File: config.mk
export PLATFORM = sky130hd
export DESIGN_NAME = mul8_iter_ctrl
export DESIGN_NICKNAME = d
export VERILOG_FILES = /design/src/rtl/mul_pkg.sv /design/src/rtl/array4.sv /design/src/rtl/mul8_iter_ctrl.sv
export SDC_FILE = /design/constraint.sdc
export NUM_CORES = 1
export LEC_CHECK = 0
export CAP_MARGIN = 20
export CORE_MARGIN = 5
export CORE_UTILIZATION = 51
export DETAILED_ROUTE_END_ITERATION = 7
export GPL_TIMING_DRIVEN = 0
export PLACE_DENSITY = 0.77
export SYNTH_ARGS = -nofsm -noshare
export SYNTH_HDL_FRONTEND = slang
export SYNTH_SLANG_ARGS = --single-unit
File: constraint.sdc
create_clock -name clk -period 5 [get_ports clk]
set_input_delay 1 -clock clk [delete_from_list [all_inputs] [get_ports clk]]
set_output_delay 1 -clock clk [all_outputs]
set_load 0.02 [all_outputs]
File: src/rtl/mul_pkg.sv
// -----------------------------------------------------------------------------
// mul_pkg
// Shared definitions for the iterative 8x8 multiplier controller:
//   - controller state encoding (IDLE / MUL / DONE)
//   - operand, product and nibble widths, number of nibble steps
//   - step -> partial-product shift lookup
// -----------------------------------------------------------------------------
package mul_pkg;

    localparam int unsigned STEPS = 4;
    localparam int unsigned OPW   = 8;
    localparam int unsigned PW    = 16;
    localparam int unsigned NIBW  = 4;

    typedef enum logic [1:0] {
        IDLE = 2'd0,
        MUL  = 2'd1,
        DONE = 2'd2
    } state_t;

    // Step order: lo*lo, hi*lo, lo*hi, hi*hi.
    function automatic logic [3:0] step_shift(input logic [1:0] step);
        logic [3:0] shift;
        case (step)
            2'd0:    shift = 4'd0;
            2'd1:    shift = 4'd4;
            2'd2:    shift = 4'd4;
            default: shift = 4'd8;
        endcase
        return shift;
    endfunction

endpackage

File: src/rtl/array4.sv
// -----------------------------------------------------------------------------
// array4
// Combinational 4x4 unsigned array multiplier. Each multiplier bit gates a
// copy of the multiplicand; the gated rows are shifted and summed.
// Ports:
//   a  in  4  multiplicand
//   b  in  4  multiplier
//   p  out 8  product a*b
// -----------------------------------------------------------------------------
module array4 (
    input  logic [3:0] a,
    input  logic [3:0] b,
    output logic [7:0] p
);

    always_comb begin
        p = '0;
        for (int unsigned i = 0; i < 4; i++) begin
            p = p + ({4'b0000, (a & {4{b[i]}})} << i);
        end
    end

endmodule

File: src/rtl/mul8_iter_ctrl.sv
// -----------------------------------------------------------------------------
// mul8_iter_ctrl
// Sequential 8x8 unsigned multiplier. One 4x4 array multiplier is reused over
// four nibble-product steps; shifted partial products are accumulated into a
// 16-bit result. Valid/ready handshakes on operand and result sides.
// Parameters:
//   ZERO_SKIP  when nonzero, a zero operand skips the nibble steps and the
//              result 0 is presented one cycle after accept
// Ports:
//   clk        in   1   rising-edge clock
//   reset      in   1   synchronous active-high reset
//   in_valid   in   1   operands a/b valid
//   in_ready   out  1   operands can be accepted (IDLE only)
//   a          in   8   multiplicand
//   b          in   8   multiplier
//   out_valid  out  1   result p valid (DONE)
//   out_ready  in   1   consumer accepts p
//   p          out  16  product a*b, held until the next result load
//   busy       out  1   high in MUL and DONE
// -----------------------------------------------------------------------------
module mul8_iter_ctrl
    import mul_pkg::*;
#(
    parameter int unsigned ZERO_SKIP = 0
) (
    input  logic          clk,
    input  logic          reset,
    input  logic          in_valid,
    output logic          in_ready,
    input  logic [7:0]    a,
    input  logic [7:0]    b,
    output logic          out_valid,
    input  logic          out_ready,
    output logic [15:0]   p,
    output logic          busy
);

    state_t           state;
    logic [1:0]       step;
    logic [OPW-1:0]   a_r;
    logic [OPW-1:0]   b_r;
    logic [PW-1:0]    acc;
    logic             skip_r;

    logic [NIBW-1:0]  nib_a;
    logic [NIBW-1:0]  nib_b;
    logic [2*NIBW-1:0] pp;
    logic [PW-1:0]    term;
    logic [PW-1:0]    acc_next;
    logic             take_skip;

    // step[0] picks the high nibble of a_r, step[1] the high nibble of b_r.
    always_comb begin
        nib_a = step[0] ? a_r[7:4] : a_r[3:0];
        nib_b = step[1] ? b_r[7:4] : b_r[3:0];
    end

    array4 u_array4 (
        .a (nib_a),
        .b (nib_b),
        .p (pp)
    );

    always_comb begin
        term      = {{(PW-2*NIBW){1'b0}}, pp} << step_shift(step);
        acc_next  = acc + term;
        take_skip = (ZERO_SKIP != 0) && ((a == '0) || (b == '0));
    end

    always_ff @(posedge clk) begin
        if (reset) begin
            state     <= IDLE;
            step      <= '0;
            acc       <= '0;
            p         <= '0;
            a_r       <= '0;
            b_r       <= '0;
            skip_r    <= 1'b0;
            out_valid <= 1'b0;
            busy      <= 1'b0;
            in_ready  <= 1'b1;
        end else begin
            case (state)
                IDLE: begin
                    if (in_valid) begin
                        a_r      <= a;
                        b_r      <= b;
                        acc      <= '0;
                        step     <= '0;
                        skip_r   <= take_skip;
                        state    <= MUL;
                        in_ready <= 1'b0;
                        busy     <= 1'b1;
                    end
                end
                MUL: begin
                    // A skipped operation spends exactly one cycle here so its
                    // zero result is presented one edge after accept.
                    if (skip_r) begin
                        p         <= '0;
                        acc       <= '0;
                        step      <= '0;
                        skip_r    <= 1'b0;
                        state     <= DONE;
                        out_valid <= 1'b1;
                    end else begin
                        acc  <= acc_next;
                        step <= step + 2'd1;
                        if (step == 2'(STEPS - 1)) begin
                            p         <= acc_next;
                            state     <= DONE;
                            out_valid <= 1'b1;
                        end
                    end
                end
                DONE: begin
                    if (out_ready) begin
                        state     <= IDLE;
                        out_valid <= 1'b0;
                        busy      <= 1'b0;
                        in_ready  <= 1'b1;
                    end
                end
                default: begin
                    state     <= IDLE;
                    step      <= '0;
                    out_valid <= 1'b0;
                    busy      <= 1'b0;
                    in_ready  <= 1'b1;
                end
            endcase
        end
    end

endmodule

==> results.rst, run 1 <==
.. list-table::
   :header-rows: 1

   * - Metric
     - Value
   * - Type of the worst setup path
     - register to register
   * - First-pass GRT wire length
     - approximately 14 mm
   * - Clock period minus final worst setup slack
     - approximately 4.8 ns
   * - Power spent charging and discharging nets
     - 0.248 mW
   * - Number of search-and-repair iterations in the first detailed-routing pass
     - 5
   * - Post-Place Setup Slack
     - -0.248 ns
   * - Area of the mapped netlist
     - ~3400 sq um
   * - Share of flip-flops with an asynchronous set or reset
     - 0%
   * - Sequential power share
     - about half
   * - Die Wd
     - 91.1 microns
   * - Share of the clock period used by the worst path
     - 97.0%
   * - CTS tree
     - yes
   * - Power share of the combinational group
     - around an eighth
   * - Final number of max-transition violations
     - 0
   * - Avg Synthesized Cell Area
     - 7.96 sq um
   * - Crit-path max FO
     - 6
   * - Hold slack
     - 0.461 ns
   * - Highest-count cells in the layout ignoring fill and taps
     - nand2_1 (71), dfxtp_1 (54), a21oi_1 (52)
   * - Cells after synthesis
     - 421
   * - # Max-Cap Violations
     - 0
   * - Total power
     - 0.954 mW
   * - Die extent in y
     - between 90 and 100 microns
   * - Final clock skew
     - 0.00663 ns
   * - Final worst slack
     - 0.150 ns
   * - CP endpoint kind
     - register
   * - Vias per cell
     - 5.80
   * - Setup Viol. Count Final
     - 0
   * - Number of enable-type register cells in the synthesized netlist
     - 0
   * - Seq/Total Area, Yosys
     - about a third
   * - Flip-flop and latch count after synthesis
     - 55
   * - Measured slew at the worst slew-check pin
     - 0.611 ns
   * - Register clock-pin slew on the reported worst setup and hold paths
     - approximately 0.1 ns
   * - Later-pin clock latency in the skew report
     - 0.32 ns
   * - Count of input and output buffers
     - 38
   * - Dominant cell type by area after synthesis
     - dfxtp_1
   * - CTS Root Cell
     - clkbuf_8
   * - Placer congestion estimate
     - 0.873
   * - Maximum buffer depth of the clock tree
     - 2
   * - Row cnt
     - 29
   * - Power share of the clock group
     - 38.5%
   * - Instance area at placement
     - 3830 sq um
   * - Cell area power density
     - 232 nW/um^2
   * - Number of nets produced by synthesis
     - 473
   * - Number of global-route vias before repair
     - 2930
   * - Fraction of power spent switching nets
     - between 20% and 30%
   * - Fraction of layout cells with a size suffix above 1
     - 10.4%
   * - Portion of synthesized cell area occupied by the leading cell type
     - between 30% and 40%
   * - Clock sink count
     - 55
   * - Most common cell after layout, fill and taps aside
     - nand2_1
   * - Main synth FF type
     - dfxtp_1
   * - Type of origin of the critical path
     - register
   * - Floorplan Core Area
     - 6390 sq um
   * - Area of all placed cells without fillers
     - 4110 sq um
   * - Largest net degree at the start of global routing
     - 19
   * - Count of hold buffers inserted by post-cts repair
     - 0
   * - Final number of hold-violating endpoints
     - 0
   * - Data arrival time of the critical path
     - 5.04 ns
   * - Critical Path RT
     - between 5 and 6 ns
   * - Post-detailed-placement half-perimeter wirelength
     - 6.31 mm
   * - Antenna violations before repair
     - 0
   * - WL per Instance
     - around 16 microns
   * - Ports placed on the boundary
     - 39
   * - Initial drt markers
     - 323
   * - Number of buffers added by the clock tree synthesis step
     - 5
   * - Cell internal power dissipation
     - 0.706 mW
   * - # fillers
     - 559
   * - Outcome
     - finished clean
   * - Max-slew headroom
     - approximately 59%
   * - Max frequency
     - 206 MHz
   * - Floorplan die area
     - 8290 sq um
   * - Residual DRC
     - 0
   * - Number of synthesis warnings
     - 0
   * - Worst min-delay path class
     - register to register
   * - Synth top area cells
     - dfxtp_1 (33%), ha_1 (9.7%), a21oi_1 (8.2%)
   * - H-tree level count
     - 2
   * - Initial cell density of the core
     - 52.5%
   * - Total Wirelength
     - 8.65 mm
   * - Count of cell types in the netlist
     - 54
   * - Vias
     - 3178
   * - GRT Util Overall
     - between 20% and 30%
   * - GRT overflow
     - 0
   * - Worst IR drop on VDD
     - 0.162 mV
   * - Antenna-violating nets left
     - 0
   * - Total inserted antenna cells
     - 0
   * - Net total in the final layout
     - 522
   * - Synth-to-Final Area Change
     - 22.6%
   * - Leakage component of the power
     - between 1.5 and 2 nW
==> synth_stat cells (all sizes together) (7+ instances only) <==
library cell,instances
nand2,73
a21oi,56
dfxtp,55
nor2,43
ha,26
clkbuf,17
o21ai,17
nand3,16
xnor2,14
inv,13
mux2i,12
nand4,7
==> kinds of logic (layout without fill, tap and decap cells) <==
family	count (synthesis)	after routing	share of synthesized area, %
compound gates	107	107	20.0
xor+xnor	17	17	4.44
fa+ha+maj	32	32	13.3
buf+inv	36	86	4.40
flops	55	55	32.8
mux	13	13	3.92
simple gates	161	161	21.1
==> power by group through the flow <==
stage / Sequential, mW / Combinational (mW) / Clock (mW)
final: 0.460 / 0.127 / 0.367
after global routing: 0.462 / 0.139 / 0.386
after CTS: 0.459 / 0.120 / 0.372
after detailed placement: 0.467 / 0.115 / 0
after global placement: 0.467 / 0.113 / 0
after floorplan: 0.468 / 0.0713 / 0
==> path summary, 6_finish.rpt <==
| check | from | end | slack (ns) | cells after the start |
|---|---|---|---|---|
| hold / removal | b_r[4]$_SDFFE_PP0P_ | b_r[4]$_SDFFE_PP0P_ | 0.46 | 2 |
| hold reg to reg | b_r[4]$_SDFFE_PP0P_ | b_r[4]$_SDFFE_PP0P_ | 0.46 | 2 |
| setup / recovery | step[0]$_SDFFE_PP0P_ | p[15]$_SDFFE_PP0P_ | 0.15 | 19 |
| setup reg to reg | step[0]$_SDFFE_PP0P_ | p[15]$_SDFFE_PP0P_ | 0.15 | 19 |
==> critical path, stage by stage (launching register included) <==
cell      delay (ns)
dfxtp_1         0.36
buf_6           0.16
mux2i_4         0.32
nor2_1          0.09
fa_1            0.48
inv_1           0.05
fa_1            0.52
inv_1           0.04
ha_1            0.22
fa_2            0.35
xor2_1          0.17
mux2i_1         0.19
nor2_1          0.09
ha_1            0.36
o21a_1          0.24
or2_1           0.24
a311oi_2        0.37
o21ai_1         0.12
xnor2_1         0.23
a21oi_1         0.10
==> per-layer routing <==
metal / global-route usage, % / wire [microns]
met2: 32.6 / 4040
met1: 27.7 / 3930
met5: 0 / 0
met4: 5.13 / 123
met3: 3.14 / 557
==> state kept, by name (all words and copies together) (netlist names) <==
signal	cells
state	2
in_ready	1
a_r	8
busy	1
p	16
acc	16
step	2
b_r	8
out_valid	1
==> metrics by stage <==
step	util, %	instances	TNS [ns]
global route	64.3	548	-0.0358
detailed placement	60.0	536	-2.40
finish	64.3	548	0
CTS	62.7	544	0
floorplan	-	421	0
global placement	60.0	536	-1.73
==> final cells by class <==
class | count | area [sq um] | share of cell area (%)
multi-input combinational | 330 | 2200 | 53.5
sequential | 55 | 1100 | 26.8
timing repair buffer | 42 | 410 | 9.99
buffer | 23 | 114 | 2.77
tap | 77 | 96.3 | 2.34
clock inverter | 3 | 71.3 | 1.74
clock buffer | 5 | 68.8 | 1.67
inverter | 13 | 48.8 | 1.19
==> timing repair <==
item	4_1_cts	5_1_grt
endpoints found under the setup margin	14	14
gates cloned	0	0
pin swaps	0	6
gates resized for setup	10	17
buffers inserted	0	4
Power figures use the tool's default switching activity.
==> run 2: changes to the inputs <==
Clock period 5 ns to 4.05 ns, I/O delays scaled along.
==> run 2 against run 1 <==
  * The flow now finishes with violations (setup timing)
  * Routed wire length rose by 5.0%
  * First-iteration DRC count fell by 12%
  * Sequential power rose by 24%
  * Combinational power rose by 34%
  * Worst hold slack improved by 0.00078 ns
  * Register-to-register slack got worse by 0.76 ns
  * Sequential share of layout area fell by 2.0 points
==> results.rst, run 2 (synthesized netlist as in run 1, its figures left out) <==
.. list-table::
   :header-rows: 1

   * - Metric
     - Value
   * - Outcome
     - finished with violations
   * - Failing checks
     - setup timing
   * - Sequential power share
     - 52.7%
   * - GRT Util Overall
     - 21.1%
   * - Vias
     - 3277
   * - # placed instances
     - 536
   * - Initial drt markers
     - 285
   * - Power share of the clock group
     - 31.5%
   * - Number of cells in the finished layout apart from fillers
     - 560
   * - # Max-Cap Violations
     - 0
   * - Largest regs
     - acc (16), p (16)
   * - Worst IR drop on VDD
     - 0.192 mV
   * - Die Wd
     - 91.1 microns
   * - Worst min-delay path class
     - register to register
   * - Largest net degree at the start of global routing
     - 19
   * - Net total in the final layout
     - 534
   * - Share of the clock period used by the worst path
     - 115%
   * - Critical Path RT
     - ~4.2 ns
   * - Ports placed on the boundary
     - 39
   * - Row cnt
     - 29
   * - Power spent charging and discharging nets
     - 0.305 mW
   * - Worst path slowest cell
     - fa_1
   * - Leakage component of the power
     - 1.81 nW
   * - Final worst slack
     - -0.614 ns
   * - Number of search-and-repair iterations in the first detailed-routing pass
     - 5
   * - Total power
     - 1.08 mW
   * - Max-slew headroom
     - 58.1%
   * - Cell area power density
     - 243 nW/um^2
   * - GRT overflow
     - 0
   * - Residual DRC
     - 0
   * - Measured slew at the worst slew-check pin
     - 0.627 ns
   * - Placer congestion estimate
     - 0.847
   * - Count of hold buffers inserted by post-cts repair
     - 0
   * - Area of all placed cells without fillers
     - 4440 sq um
   * - Antenna-violating nets left
     - 0
   * - Critical path's largest stage delay
     - 0.53 ns
   * - First-pass GRT wire length
     - 14.7 mm
   * - Total Wirelength
     - 9.09 mm
   * - Die extent in y
     - 91.1 microns
   * - Total inserted antenna cells
     - 0
   * - Later-pin clock latency in the skew report
     - ~0.32 ns
   * - Fraction of power spent switching nets
     - 28.2%
   * - Cell internal power dissipation
     - between 0.7 and 0.8 mW
   * - Type of the worst setup path
     - register to register
   * - Highest-count cells in the layout ignoring fill and taps
     - nand2_1 (68), dfxtp_1 (53), a21oi_1 (46)
   * - Data arrival time of the critical path
     - between 4 and 5 ns
   * - Post-detailed-placement half-perimeter wirelength
     - 6.48 mm
   * - Final clock skew
     - 0.00686 ns
   * - Instance area at placement
     - 3970 sq um
   * - CTS tree
     - yes
   * - Vias per cell
     - 5.85
   * - Count of input and output buffers
     - 38
   * - CTS Root Cell
     - clkbuf_8
   * - Floorplan die area
     - 8290 sq um
   * - Crit-path max FO
     - 5
   * - TNS Setup
     - -10.06 ns
   * - Power share of the combinational group
     - between 10% and 20%
   * - Number of buffers added by the clock tree synthesis step
     - 5
   * - CP endpoint kind
     - register
   * - Worst path bufs/invs
     - 3
   * - Final number of hold-violating endpoints
     - 0
   * - Number of global-route vias before repair
     - between 3000 and 4000
   * - Floorplan Core Area
     - 6390 sq um
   * - Most common cell after layout, fill and taps aside
     - nand2_1
   * - Clock sink count
     - 55
   * - Initial cell density of the core
     - 52.5%
   * - Clock period minus final worst setup slack
     - 4.66 ns
   * - Final number of max-transition violations
     - 0
   * - Cell family with the largest share of critical-path delay
     - adder cells
   * - Fraction of layout cells with a size suffix above 1
     - just over 20%
   * - Register clock-pin slew on the reported worst setup and hold paths
     - approximately 0.11 ns
   * - H-tree level count
     - 2
   * - Synth-to-Final Area Change
     - 32.6%
   * - Type of origin of the critical path
     - register
   * - RSZ-0062 raised after global routing
     - true
   * - Setup Viol. Count Final
     - 22
   * - Max frequency
     - 214 MHz
   * - WL per Instance
     - 16.2 microns
   * - Maximum buffer depth of the clock tree
     - 2
   * - Ordered list of cells on the worst path
     - clkbuf_16, mux2i_4, nor2_2, fa_1, inv_1, fa_1, inv_2, ha_4, fa_2, a21o_1, mux2_4, nor2_2, nor2_1, ha_1, a21o_1, a31o_4, a21oi_1, o21ai_2, xnor2_2, a21oi_1
   * - Antenna violations before repair
     - 0
[run 2: cell count changes in the layout (fill, tap and decap cells not counted), moves of 3 or more]
cell,change
buf_4,+11
a21oi_1,-6
nor2_1,-6
nor2_2,+6
xnor2_1,-6
xnor2_2,+6
a21oi_2,+4
o21ai_0,-4
o21ai_2,+4
nand2_1,-3
[run 2: final timing paths]
path | start | end | slack (ns) | depth (start not counted)
worst min-delay path | p[3]$_SDFFE_PP0P_ | p[3]$_SDFFE_PP0P_ | 0.46 | 2
worst max-delay path | step[0]$_SDFFE_PP0P_ | p[14]$_SDFFE_PP0P_ | -0.61 | 20
worst max register to register | step[0]$_SDFFE_PP0P_ | p[14]$_SDFFE_PP0P_ | -0.61 | 20
worst min register to register | p[3]$_SDFFE_PP0P_ | p[3]$_SDFFE_PP0P_ | 0.46 | 2
[run 2: repair_timing]
item	4_1_cts	5_1_grt
endpoints found under the setup margin	22	24
hold endpoints to repair	0	0
resized for setup	19	27
pin swaps	19	18
buffers inserted	13	3
[run 2: worst register-to-register path, delay by kind of cell, from the launching register on]
kind,cells,cell delay [ns]
AO/OA/AOI/OAI,6,1.09
AND/OR/NAND/NOR,3,0.23
adder cells (fa/ha/maj),5,1.84
buffers and inverters,3,0.26
XOR/XNOR,1,0.18
multiplexers,2,0.61
flip-flops,1,0.36
[run 2: cell type report]
cell class / count / area [sq um]
buffer: 23 / 136
sequential: 55 / 1100
fill: 506 / 1940
inverter: 13 / 48.8
timing repair buffer: 54 / 504
multi-input combinational: 330 / 2450
clock inverter: 2 / 20.0
tap: 77 / 96.3
clock buffer: 6 / 82.6
[run 2: stage by stage]
step / hold WS [ns] / utilization, % / setup slack, ns
2_1_floorplan: 0.436 / - / -0.383
3_3_place_gp: 0.441 / 62.1 / -0.744
3_5_place_dp: 0.447 / 62.1 / -0.802
4_1_cts: 0.462 / 66.8 / -0.574
5_1_grt: 0.483 / 69.6 / -0.743
6_report: 0.462 / 69.6 / -0.614
[run 2: power groups by stage]
stage / Clock [mW] / Sequential [mW] / Combinational [mW]
finish: 0.340 / 0.569 / 0.170
global route: 0.370 / 0.571 / 0.186
CTS: 0.348 / 0.568 / 0.164
detailed placement: 0 / 0.581 / 0.153
global placement: 0 / 0.580 / 0.150
floorplan: 0 / 0.581 / 0.0980
[run 2: routing by layer]
metal  vias up  track usage [%]  wire length [microns]
met5         -                0                      0
met4         0             5.01                    234
met1      1552             28.1                   3940
met3        23             3.06                    567
met2       118             35.9                   4350
li1       1584                -                      -
==> run 3: changes to the inputs <==
Settings changed: CORE_MARGIN 5 to default, CORE_UTILIZATION 51 to 53, CTS_BUF_LIST from default to sky130_fd_sc_hd__clkbuf_4 sky130_fd_sc_hd__clkbuf_8, PLACE_DENSITY 0.77 to 0.79.
==> run 3 against run 2 <==
  * The run still ends with setup timing left
  * Count of clock-buffer cells in the layout unchanged
  * Worst hold slack got worse by 0.00095 ns
  * Combinational power increased by 6%
  * Worst setup slack got worse by 0.13 ns
  * Critical endpoint is now p[11]$_SDFFE_PP0P_
  * Largest cell class unchanged
  * Highest routed layer unchanged
  * Global-route usage increased by 8.5 points
  * Cell area increased by 3.9%
==> results.rst, run 3 (synthesized netlist as in run 1, its figures left out) <==
.. list-table::
   :header-rows: 1

   * - Metric
     - Value
   * - Outcome
     - finished with violations
   * - Failing checks
     - setup timing
   * - Max-slew headroom
     - 54.4%
   * - CTS tree
     - yes
   * - Power share of the clock group
     - 31.6%
   * - Clock sink count
     - 55
   * - Number of cells on the worst reg-to-reg path
     - 20
   * - Power share of the combinational group
     - 16.4%
   * - Final number of max-transition violations
     - 0
   * - Flop-to-flop setup slack
     - -0.74 ns
   * - Final clock skew
     - 0.00999 ns
   * - Floorplan die area
     - 6650 sq um
   * - Reg-to-reg endpoint
     - p[11]$_SDFFE_PP0P_
   * - Final worst slack
     - -0.742 ns
   * - Register clock-pin slew on the reported worst setup and hold paths
     - 0.11 ns
   * - # Max-Cap Violations
     - 0
   * - Synth-to-Final Area Change
     - 37.8%
   * - Count of input and output buffers
     - 38
   * - Count of hold buffers inserted by post-cts repair
     - 0
   * - Number of buffers added by the clock tree synthesis step
     - 5
   * - Net total in the final layout
     - 539
   * - Critical path's largest stage delay
     - 0.49 ns
   * - Fraction of power spent switching nets
     - 29.0%
   * - Share of the clock period used by the worst path
     - 118%
   * - Instance area at placement
     - 3960 sq um
   * - Power spent charging and discharging nets
     - 0.317 mW
   * - Crit-path max FO
     - 5
   * - Most common cell after layout, fill and taps aside
     - nand2_1
   * - Cell internal power dissipation
     - 0.778 mW
   * - CP endpoint kind
     - register
   * - Hold slack
     - 0.461 ns
   * - Antenna-violating nets left
     - 0
   * - # placed instances
     - ~530
   * - Largest regs
     - acc (16), p (16)
   * - Die Wd
     - about 80 microns
   * - Worst IR drop on VDD
     - 0.167 mV
   * - Placer congestion estimate
     - around 0.91
   * - First-pass GRT wire length
     - ~15 mm
   * - Worst setup path endpoint
     - p[11]$_SDFFE_PP0P_
   * - Type of origin of the critical path
     - register
   * - Vias per cell
     - approximately 6.2
   * - Worst min-delay path class
     - register to register
   * - Clock period minus final worst setup slack
     - ~4.8 ns
   * - Util after Layout
     - 76.6%
   * - Later-pin clock latency in the skew report
     - about 0.32 ns
   * - Final number of hold-violating endpoints
     - 0
   * - Vias
     - 3500
   * - Number of cells in the finished layout apart from fillers
     - 563
   * - CTS Root Cell
     - clkbuf_8
   * - Antenna violations before repair
     - 0
   * - Total Wirelength
     - 10.6 mm
   * - Setup Viol. Count Final
     - 22
   * - Top cell by count, worst path
     - ha_1
   * - WL per Instance
     - 18.8 microns
   * - Measured slew at the worst slew-check pin
     - 0.681 ns
   * - Total inserted antenna cells
     - 0
   * - Row cnt
     - 28
   * - Die extent in y
     - 81.5 microns
   * - Floorplan Core Area
     - 6030 sq um
   * - Number of global-route vias before repair
     - 3097
   * - Initial cell density of the core
     - between 50% and 60%
   * - GRT Util Overall
     - 29.6%
   * - Residual DRC
     - 0
   * - GRT overflow
     - 0
   * - Maximum buffer depth of the clock tree
     - 2
   * - Data arrival time of the critical path
     - 5.05 ns
   * - Initial drt markers
     - 340
   * - Fraction of layout cells with a size suffix above 1
     - 23.6%
   * - Largest net degree at the start of global routing
     - 19
   * - Worst flop-to-flop path startpoint
     - step[1]$_SDFFE_PP0P_
   * - Leakage component of the power
     - 1.88 nW
   * - Highest-count cells in the layout ignoring fill and taps
     - nand2_1 (66), dfxtp_1 (53), a21oi_1 (45)
   * - Type of the worst setup path
     - register to register
   * - Worst path slowest cell
     - fa_1
   * - H-tree level count
     - 2
   * - Post-detailed-placement half-perimeter wirelength
     - 6.47 mm
   * - RSZ-0062 raised after global routing
     - true
   * - Cell area power density
     - 237 nW/um^2
   * - Ordered list of cells on the worst path
     - buf_8, mux2i_4, buf_4, nor2_1, fa_1, ha_1, ha_1, a21o_1, a21oi_1, xnor2_1, mux2i_1, nor2_1, ha_1, o21a_1, or2_4, a311oi_4, buf_4, xnor2_2, nand2_1, a21oi_1
   * - Critical Path RT
     - 4.31 ns
   * - Startpoint of the worst setup timing path
     - step[1]$_SDFFE_PP0P_
   * - Max frequency
     - 209 MHz
   * - Area of all placed cells without fillers
     - around 4600 sq um
   * - Ports placed on the boundary
     - 39
   * - Number of search-and-repair iterations in the first detailed-routing pass
     - 5
   * - Sequential power share
     - 52.0%
run 3: changes by cell type in the layout (fill, tap and decap cells not counted), sizes merged:
| cell | before | now |
|---|---|---|
| buf | 22 | 27 |
run 3: power groups by stage:
stage	Clock [mW]	Combinational [mW]	Sequential, mW
2_1_floorplan	0	0.0980	0.581
3_3_place_gp	0	0.149	0.580
3_5_place_dp	0	0.153	0.581
4_1_cts	0.345	0.164	0.569
5_1_grt	0.366	0.194	0.571
6_report	0.346	0.180	0.570
run 3: through the flow:
stage               setup slack, ns  power, mW  setup TNS, ns
floorplan                    -0.383      0.679          -3.56
global placement             -0.736      0.730         -10.66
detailed placement           -0.790      0.733         -11.87
CTS                          -0.580       1.08          -8.89
global route                 -0.919       1.13         -14.61
finish                       -0.742       1.10         -11.61
run 3: layer usage:
| metal | track usage (%) | wire length (microns) | vias to the layer above | share of wire (%) |
|---|---|---|---|---|
| li1 | - | - | 1592 | - |
| met1 | 38.3 | 4390 | 1644 | 41 |
| met2 | 49.2 | 4990 | 210 | 47 |
| met3 | 4.44 | 728 | 54 | 6.9 |
| met4 | 11.6 | 480 | 0 | 4.5 |
| met5 | 0 | 0 | - | 0 |
run 3: worst min path at each step:
stage                        startpoint                  end  slack [ns]  depth (start not counted)
finish                p[3]$_SDFFE_PP0P_    p[3]$_SDFFE_PP0P_        0.46                          2
global route          p[5]$_SDFFE_PP0P_    p[5]$_SDFFE_PP0P_        0.49                          2
CTS                   p[3]$_SDFFE_PP0P_    p[3]$_SDFFE_PP0P_        0.47                          2
detailed placement    p[3]$_SDFFE_PP0P_    p[3]$_SDFFE_PP0P_        0.45                          2
global placement      p[4]$_SDFFE_PP0P_    p[4]$_SDFFE_PP0P_        0.44                          2
floorplan           a_r[3]$_SDFFE_PP0P_  a_r[3]$_SDFFE_PP0P_        0.44                          2
run 3: final cells by class:
class | instances | area (sq um)
tap | 75 | 93.8
clock inverter | 2 | 20.0
clock buffer | 6 | 82.6
fill | 427 | 1410
buffer | 23 | 140
inverter | 13 | 48.8
timing repair buffer | 59 | 542
multi-input combinational | 330 | 2590
sequential | 55 | 1100
run 3: timing repair:
item                                    CTS  global route
buffers inserted                         12             9
endpoints found under the setup margin   22            22
pin swaps                                25            28
resized for setup                        28            43
run 3: critical path, delay by kind of cell, from the launching register on:
family | cells | cell delay [ns]
buffers and inverters | 3 | 0.49
XOR/XNOR | 2 | 0.28
flip-flops | 1 | 0.36
multiplexers | 2 | 0.53
AO/OA/AOI/OAI | 5 | 1.06
adder cells (fa/ha/maj) | 4 | 1.55
AND/OR/NAND/NOR | 4 | 0.48
